**src/rtl/clk_rst_pkg.sv**
```systemverilog
// Shared types and helpers for the PLL clock/reset supervisor.
package clk_rst_pkg;

  typedef enum logic [1:0] {
    WAIT_LOCK = 2'd0,
    STABLE    = 2'd1,
    HOLD      = 2'd2,
    RUN       = 2'd3
  } sup_state_e;

  localparam int LOSS_CNT_W = 8;

  // Width of the shared STABLE/HOLD phase counter: wide enough for the longer phase.
  function automatic int phase_cnt_w(input int stable_cycles, input int hold_cycles);
    int m;
    m = (stable_cycles > hold_cycles) ? stable_cycles : hold_cycles;
    return $clog2(m + 1);
  endfunction

endpackage

```
**src/rtl/clk_en_div.sv**
```systemverilog
// One clock-enable channel: strobes every div+1 cycles while run is high.
// The period register only reloads at a wrap, so a divide change never
// truncates or stretches the period in progress.
module clk_en_div #(
  parameter int DIV_WIDTH = 8
) (
  input  logic                 clk,
  input  logic                 rst,
  input  logic                 run,
  input  logic [DIV_WIDTH-1:0] div,
  output logic                 ce
);

  logic [DIV_WIDTH-1:0] cnt_q, cnt_d;
  logic [DIV_WIDTH-1:0] per_q, per_d;

  // Next count/period: idle holds count at zero and tracks div; running wraps at per.
  always_comb begin
    cnt_d = cnt_q;
    per_d = per_q;
    if (!run) begin
      cnt_d = '0;
      per_d = div;
    end else if (cnt_q == per_q) begin
      cnt_d = '0;
      per_d = div;
    end else begin
      cnt_d = cnt_q + 1'b1;
    end
  end

  // Phase counter register; cleared by reset so all channels restart aligned.
  always_ff @(posedge clk) begin
    if (rst) begin
      cnt_q <= '0;
    end else begin
      cnt_q <= cnt_d;
    end
  end

  // Period register; reloads from div every idle cycle, so it needs no reset.
  always_ff @(posedge clk) begin
    per_q <= per_d;
  end

  assign ce = run && (cnt_q == '0);

endmodule

```
**src/rtl/pll_supervisor.sv**
```systemverilog
// PLL lock supervisor: synchronises and filters the lock flag, holds
// downstream logic in reset for a fixed time after stable lock, then runs
// phase-aligned clock-enable channels. Lock losses in RUN are counted.
module pll_supervisor
  import clk_rst_pkg::*;
#(
  parameter int CHANNELS           = 3,
  parameter int DIV_WIDTH          = 8,
  parameter int LOCK_STABLE_CYCLES = 1024,
  parameter int RESET_HOLD_CYCLES  = 256
) (
  input  logic                          clk,
  input  logic                          rst,
  input  logic                          pll_lock_i,
  input  logic [CHANNELS*DIV_WIDTH-1:0] div_i,
  output logic                          sys_rst_o,
  output logic                          ready_o,
  output logic [CHANNELS-1:0]           ce_o,
  output logic [LOSS_CNT_W-1:0]         lock_loss_cnt_o
);

  localparam int PH_W = phase_cnt_w(LOCK_STABLE_CYCLES, RESET_HOLD_CYCLES);
  localparam logic [PH_W-1:0] STABLE_LAST = PH_W'(LOCK_STABLE_CYCLES - 1);
  localparam logic [PH_W-1:0] HOLD_LAST   = PH_W'(RESET_HOLD_CYCLES - 1);
  localparam logic [LOSS_CNT_W-1:0] LOSS_MAX = '1;

  logic [1:0]            sync_q;
  logic                  lock_s;
  sup_state_e            state_q, state_d;
  logic [PH_W-1:0]       phase_q, phase_d;
  logic [LOSS_CNT_W-1:0] loss_q, loss_d;
  logic                  run;

  // Two-flop synchroniser; the only place pll_lock_i is sampled.
  always_ff @(posedge clk) begin
    if (rst) begin
      sync_q <= 2'b00;
    end else begin
      sync_q <= {sync_q[0], pll_lock_i};
    end
  end

  assign lock_s = sync_q[1];

  // Next-state logic: any lock drop outranks phase completion and clears the count.
  always_comb begin
    state_d = state_q;
    phase_d = phase_q;
    loss_d  = loss_q;
    if (!lock_s) begin
      state_d = WAIT_LOCK;
      phase_d = '0;
      if (state_q == RUN && loss_q != LOSS_MAX) begin
        loss_d = loss_q + 1'b1;
      end
    end else begin
      unique case (state_q)
        WAIT_LOCK: begin
          state_d = STABLE;
          phase_d = '0;
        end
        STABLE: begin
          if (phase_q == STABLE_LAST) begin
            state_d = HOLD;
            phase_d = '0;
          end else begin
            phase_d = phase_q + 1'b1;
          end
        end
        HOLD: begin
          if (phase_q == HOLD_LAST) begin
            state_d = RUN;
            phase_d = '0;
          end else begin
            phase_d = phase_q + 1'b1;
          end
        end
        RUN: begin
          phase_d = '0;
        end
        default: begin
          state_d = WAIT_LOCK;
          phase_d = '0;
        end
      endcase
    end
  end

  // State, phase counter and loss counter registers.
  always_ff @(posedge clk) begin
    if (rst) begin
      state_q <= WAIT_LOCK;
      phase_q <= '0;
      loss_q  <= '0;
    end else begin
      state_q <= state_d;
      phase_q <= phase_d;
      loss_q  <= loss_d;
    end
  end

  assign run             = (state_q == RUN);
  assign sys_rst_o       = !run;
  assign ready_o         = run;
  assign lock_loss_cnt_o = loss_q;

  for (genvar k = 0; k < CHANNELS; k++) begin : g_ch
    clk_en_div #(
      .DIV_WIDTH(DIV_WIDTH)
    ) u_div (
      .clk (clk),
      .rst (rst),
      .run (run),
      .div (div_i[k*DIV_WIDTH +: DIV_WIDTH]),
      .ce  (ce_o[k])
    );
  end

endmodule

```
**config.mk**
```make
export PLATFORM = sky130hd
export DESIGN_NAME = pll_supervisor
export DESIGN_NICKNAME = d
export VERILOG_FILES = /design/src/rtl/clk_rst_pkg.sv /design/src/rtl/clk_en_div.sv /design/src/rtl/pll_supervisor.sv
export SDC_FILE = /design/constraint.sdc
export NUM_CORES = 1
export LEC_CHECK = 0
export ABC_AREA = 1
export BUFFER_PORTS_ARGS = -buffer_cell sky130_fd_sc_hd__clkbuf_2
export CELL_PAD_IN_SITES_DETAIL_PLACEMENT = 0
export CELL_PAD_IN_SITES_GLOBAL_PLACEMENT = 1
export CORE_MARGIN = 5
export CORE_UTILIZATION = 25
export CTS_BUF_LIST = sky130_fd_sc_hd__clkbuf_8
export DETAILED_ROUTE_END_ITERATION = 10
export GPL_TIMING_DRIVEN = 0
export PLACE_DENSITY_LB_ADDON = 0.05
export REMOVE_ABC_BUFFERS = 1
export SETUP_SLACK_MARGIN = 0.4
export SYNTH_ARGS = -nofsm -noshare
export SYNTH_HDL_FRONTEND = slang
export SYNTH_SLANG_ARGS = --single-unit
```
**constraint.sdc**
```tcl
create_clock -name clk -period 1.8 [get_ports clk]
set_clock_uncertainty 0.05 [all_clocks]
set_input_delay 0.27 -clock clk [delete_from_list [all_inputs] [get_ports clk]]
set_output_delay 0.27 -clock clk [all_outputs]
set_load 0.01 [all_outputs]
```
==> qor.log <==
[status] result of the run finished with violations
[status] violations in the final reports setup timing
[routing] final wirelength 7570 um
[synthesis] library cell with the largest summed area after synthesis sky130_fd_sc_hd__dfxtp_1
[place] placer's final routability congestion estimate 0.716
[worst_setup_path] critical path type reg -> out
[place] cell count after placement 578
[global_route] wire length of the first global-routing pass 12900 um
[worst_setup_path] depth of the worst register-to-register path 9
[floorplanning] Horiz. Die Dim 124 um
[routing] number of vias after detailed routing 2504
[routing] Avg WL per Cell 12.2 um
[timing] RSZ-0062 raised after global routing true
[worst_setup_path] maximum fanout encountered on the critical timing path 3
[timing] total setup violations reported at the end of the flow 4
[global_route] gr usage total 10.5%
[floorplanning] Die Outline Area 15400 um^2
[timing] slew at the pin closest to its max-slew limit 306 ps
[synthesis] leading register cell type out of synthesis sky130_fd_sc_hd__dfxtp_1
[worst_hold_path] hold-critical path depth 1
[floorplanning] Core Region 12700 um^2
[place] placed cell area 3640 um^2
[layout] Seq. cell area 1680 um^2
[synthesis] cell area after synthesis 3270 um^2
[power_and_ir_drop] Int Pwr 2.36 mW
[layout] ratio of cells with drive above 1 in the final layout 35.0%
[worst_setup_path] data arrival time of the worst path 1560 ps
[power_and_ir_drop] power density of the placed cells 682 nW/um^2
[timing] fin worst setup slack -81.1 ps
[layout] filler cell count 1382
[worst_setup_path] type of destination of the critical path primary output
[power_and_ir_drop] net load switching power 660 uW
[timing] Max-Slew Margin vs Limit 79.5%
[worst_setup_path] worst reg2reg path startpoint state_q[1]
[synthesis] top-count cell post-synth sky130_fd_sc_hd__nor2_1
[synthesis] cell types with the largest area share after synthesis sky130_fd_sc_hd__dfxtp_1 29%, sky130_fd_sc_hd__edfxtp_1 22%, sky130_fd_sc_hd__nor2_1 7.2%
[floorplanning] IO Pins 40
[place] count of input and output buffers 39
[layout] area of the multi-input gates 1710 um^2
[clock_tree] later-pin clock latency in the skew report 360 ps
[timing] Tcrit/Tclk final 105%
[synthesis] Post-synth EDFFs 24
[clock_tree] root cell of the clock tree sky130_fd_sc_hd__clkbuf_8
[power_and_ir_drop] Sw Ratio 21.9%
[clock_tree] clock-pin slew on the worst setup and hold paths 80 ps
[power_and_ir_drop] Sequential Power Share 56.3%
[routing] antenna-violating nets left 0
[power_and_ir_drop] leakage power 1.66 nW
[routing] DRC errors left 0
[floorplanning] y dimension of the die 124 um
[layout] Post-layout nets 484
[timing] final number of hold-violating endpoints 0
[clock_tree] clock sink total 71
[timing] minimum clock period after layout 1880 ps
[power_and_ir_drop] Clock Power Share 40.9%
[synthesis] flops & latches, synth 71
[synthesis] portion of synthesized cell area occupied by the leading cell type 28.8%
[layout] Final Instance Count excl. Fillers 621
[synthesis] list of most frequent post-synthesis cells 63 x sky130_fd_sc_hd__nor2_1, 61 x sky130_fd_sc_hd__nand2_1, 47 x sky130_fd_sc_hd__dfxtp_1, 46 x sky130_fd_sc_hd__inv_1, 24 x sky130_fd_sc_hd__edfxtp_1
[global_route] number of global-route vias before repair 2628
[power_and_ir_drop] peak ir drop on the vdd network 0.000287 V
[clock_tree] number of levels in the clock H-tree 3
[power_and_ir_drop] Comb power frac 2.8%
[clock_tree] CTS tree yes
[synthesis] share of flip-flops with an asynchronous set or reset after synthesis 0%
[synthesis] number of distinct standard cells referenced by the synthesized netlist 28
[synthesis] Avg Synthesized Cell Area 8.78 um^2
[worst_hold_path] endpoint of the worst hold path g_ch[1].u_div.per_q[1]
[routing] vias per inst 4.03
[timing] final sum of negative setup slack -246 ps
[worst_setup_path] flop-to-flop setup slack 20 ps
[synthesis] number of warning messages in the yosys log 0
[synthesis] sequential element share of the synthesized area 50.9%
[global_route] final global-route overflow total 0
[worst_setup_path] endpoint of the worst-slack reg-to-reg timing path g_ch[1].u_div.per_q[5]
[layout] post-route cell area 4420 um^2
[place] estimated wirelength of the detail-placed design 5270 um
[floorplanning] floorplan row count 41
[clock_tree] Max Root-Sink Buffers 2
[layout] Antenna Diode Count 0
[timing] Highest Clock Rate 0.532 GHz
[timing] Final Slew Violations 0
[worst_setup_path] kind of start point of the critical path register
[worst_hold_path] path category of the worst min-delay check in -> reg
[routing] count of TritonRoute iterations in the first routing pass 4
[routing] drt initial violations 89
[synthesis] post-synthesis instance total 372
[layout] area growth from synthesis to layout 35.3%
[floorplanning] Starting Density 25.7%
[clock_tree] TritonCTS buffer count 9
[global_route] number of antenna violations at the first check in global routing 0
[run] maxcap violations 0
[worst_hold_path] worst hold path startpoint div_i[9]
[global_route] pin count of the biggest net entering global routing 13
[worst_setup_path] worst endpoint required time 1480 ps
[timing] final hold slack 37.2 ps
## kinds of logic after synthesis
group	share of synthesized area [%]
AOI/OAI and AO/OA	3.45
xor gates and xnor gates	9.92
adders and majority gates	4.98
buffers and inverters	6.40
DFF	50.9
and+or+nand+nor	24.4
## registers in the layout (all words and copies together) (netlist names)
name and flops:
phase_q 11, lock_loss_cnt_o 8, sync_q 2, g_ch.u_div.cnt_q 24, state_q 2, g_ch.u_div.per_q 24
## layout make-up
type,count,area share (%)
clock buffer,9,2.80
tap,172,4.87
timing repair inverter,1,0.142
multi-input combinational,250,38.7
inverter,47,4.19
timing repair buffer,64,9.82
sequential,71,38.0
clock inverter,7,1.44
## worst max-delay path, stage by stage (launching register included)
cell	delay, ps
sky130_fd_sc_hd__dfxtp_4	370
sky130_fd_sc_hd__ha_4	150
sky130_fd_sc_hd__clkinvlp_4	130
sky130_fd_sc_hd__nor2_1	120
sky130_fd_sc_hd__nand3_1	100
sky130_fd_sc_hd__nor4_2	150
sky130_fd_sc_hd__buf_2	170
## repair_timing
item | in CTS | in global routing
setup buffers | 23 | 2
endpoints found under the setup margin | 72 | 72
pin swaps | 14 | 14
hold buffers | 0 | 0
cloned | 2 | 0
resized for setup | 65 | 46
## cell usage in the layout, fill, tap and decap left out, types with 18 or more instances in the layout
master,instances
sky130_fd_sc_hd__nand2_1,50
sky130_fd_sc_hd__nor2_2,18
sky130_fd_sc_hd__xnor2_1,18
sky130_fd_sc_hd__edfxtp_1,24
sky130_fd_sc_hd__nand3_1,18
sky130_fd_sc_hd__nor2_1,44
sky130_fd_sc_hd__inv_1,42
sky130_fd_sc_hd__xor2_1,19
sky130_fd_sc_hd__clkbuf_2,35
sky130_fd_sc_hd__dfxtp_1,37
## per-layer routing
metal | part of all wire (%) | vias to the layer above | global-route usage, %
met4 | 1.5 | 0 | 3.68
met1 | 46 | 1136 | 12.7
met5 | 0 | - | 0
met3 | 3.7 | 9 | 4.07
met2 | 49 | 28 | 17.2
li1 | - | 1331 | -
## stage by stage
step	utilization, %	total power [mW]	setup WS [ps]
2_1_floorplan	-	1.77	75.7
3_3_place_gp	28.6	1.82	-196
3_5_place_dp	28.6	1.81	-232
4_1_cts	33.6	3.10	-176
5_1_grt	34.7	3.18	-223
6_report	34.7	3.02	-81.1
## power groups by stage
stage	clock network, mW	logic, mW	registers, mW
5_1_grt	1.38	0.0980	1.70
3_3_place_gp	0	0.0775	1.74
6_report	1.23	0.0855	1.70
2_1_floorplan	0	0.0387	1.73
3_5_place_dp	0	0.0778	1.74
4_1_cts	1.32	0.0839	1.70
## how the worst max path moves through the flow
| stage | slack [ps] | startpoint | to | cells after the start |
|---|---|---|---|---|
| after floorplan | 80 | state_q[0] | ce_o[0] | 5 |
| after global placement | -200 | state_q[0] | ce_o[1] | 6 |
| after detailed placement | -230 | state_q[0] | ce_o[1] | 6 |
| after CTS | -180 | state_q[1] | ce_o[1] | 6 |
| after global routing | -220 | state_q[1] | ce_o[0] | 6 |
| final | -80 | state_q[1] | ce_o[1] | 6 |
No activity file was read; power rests on OpenSTA's default activity.
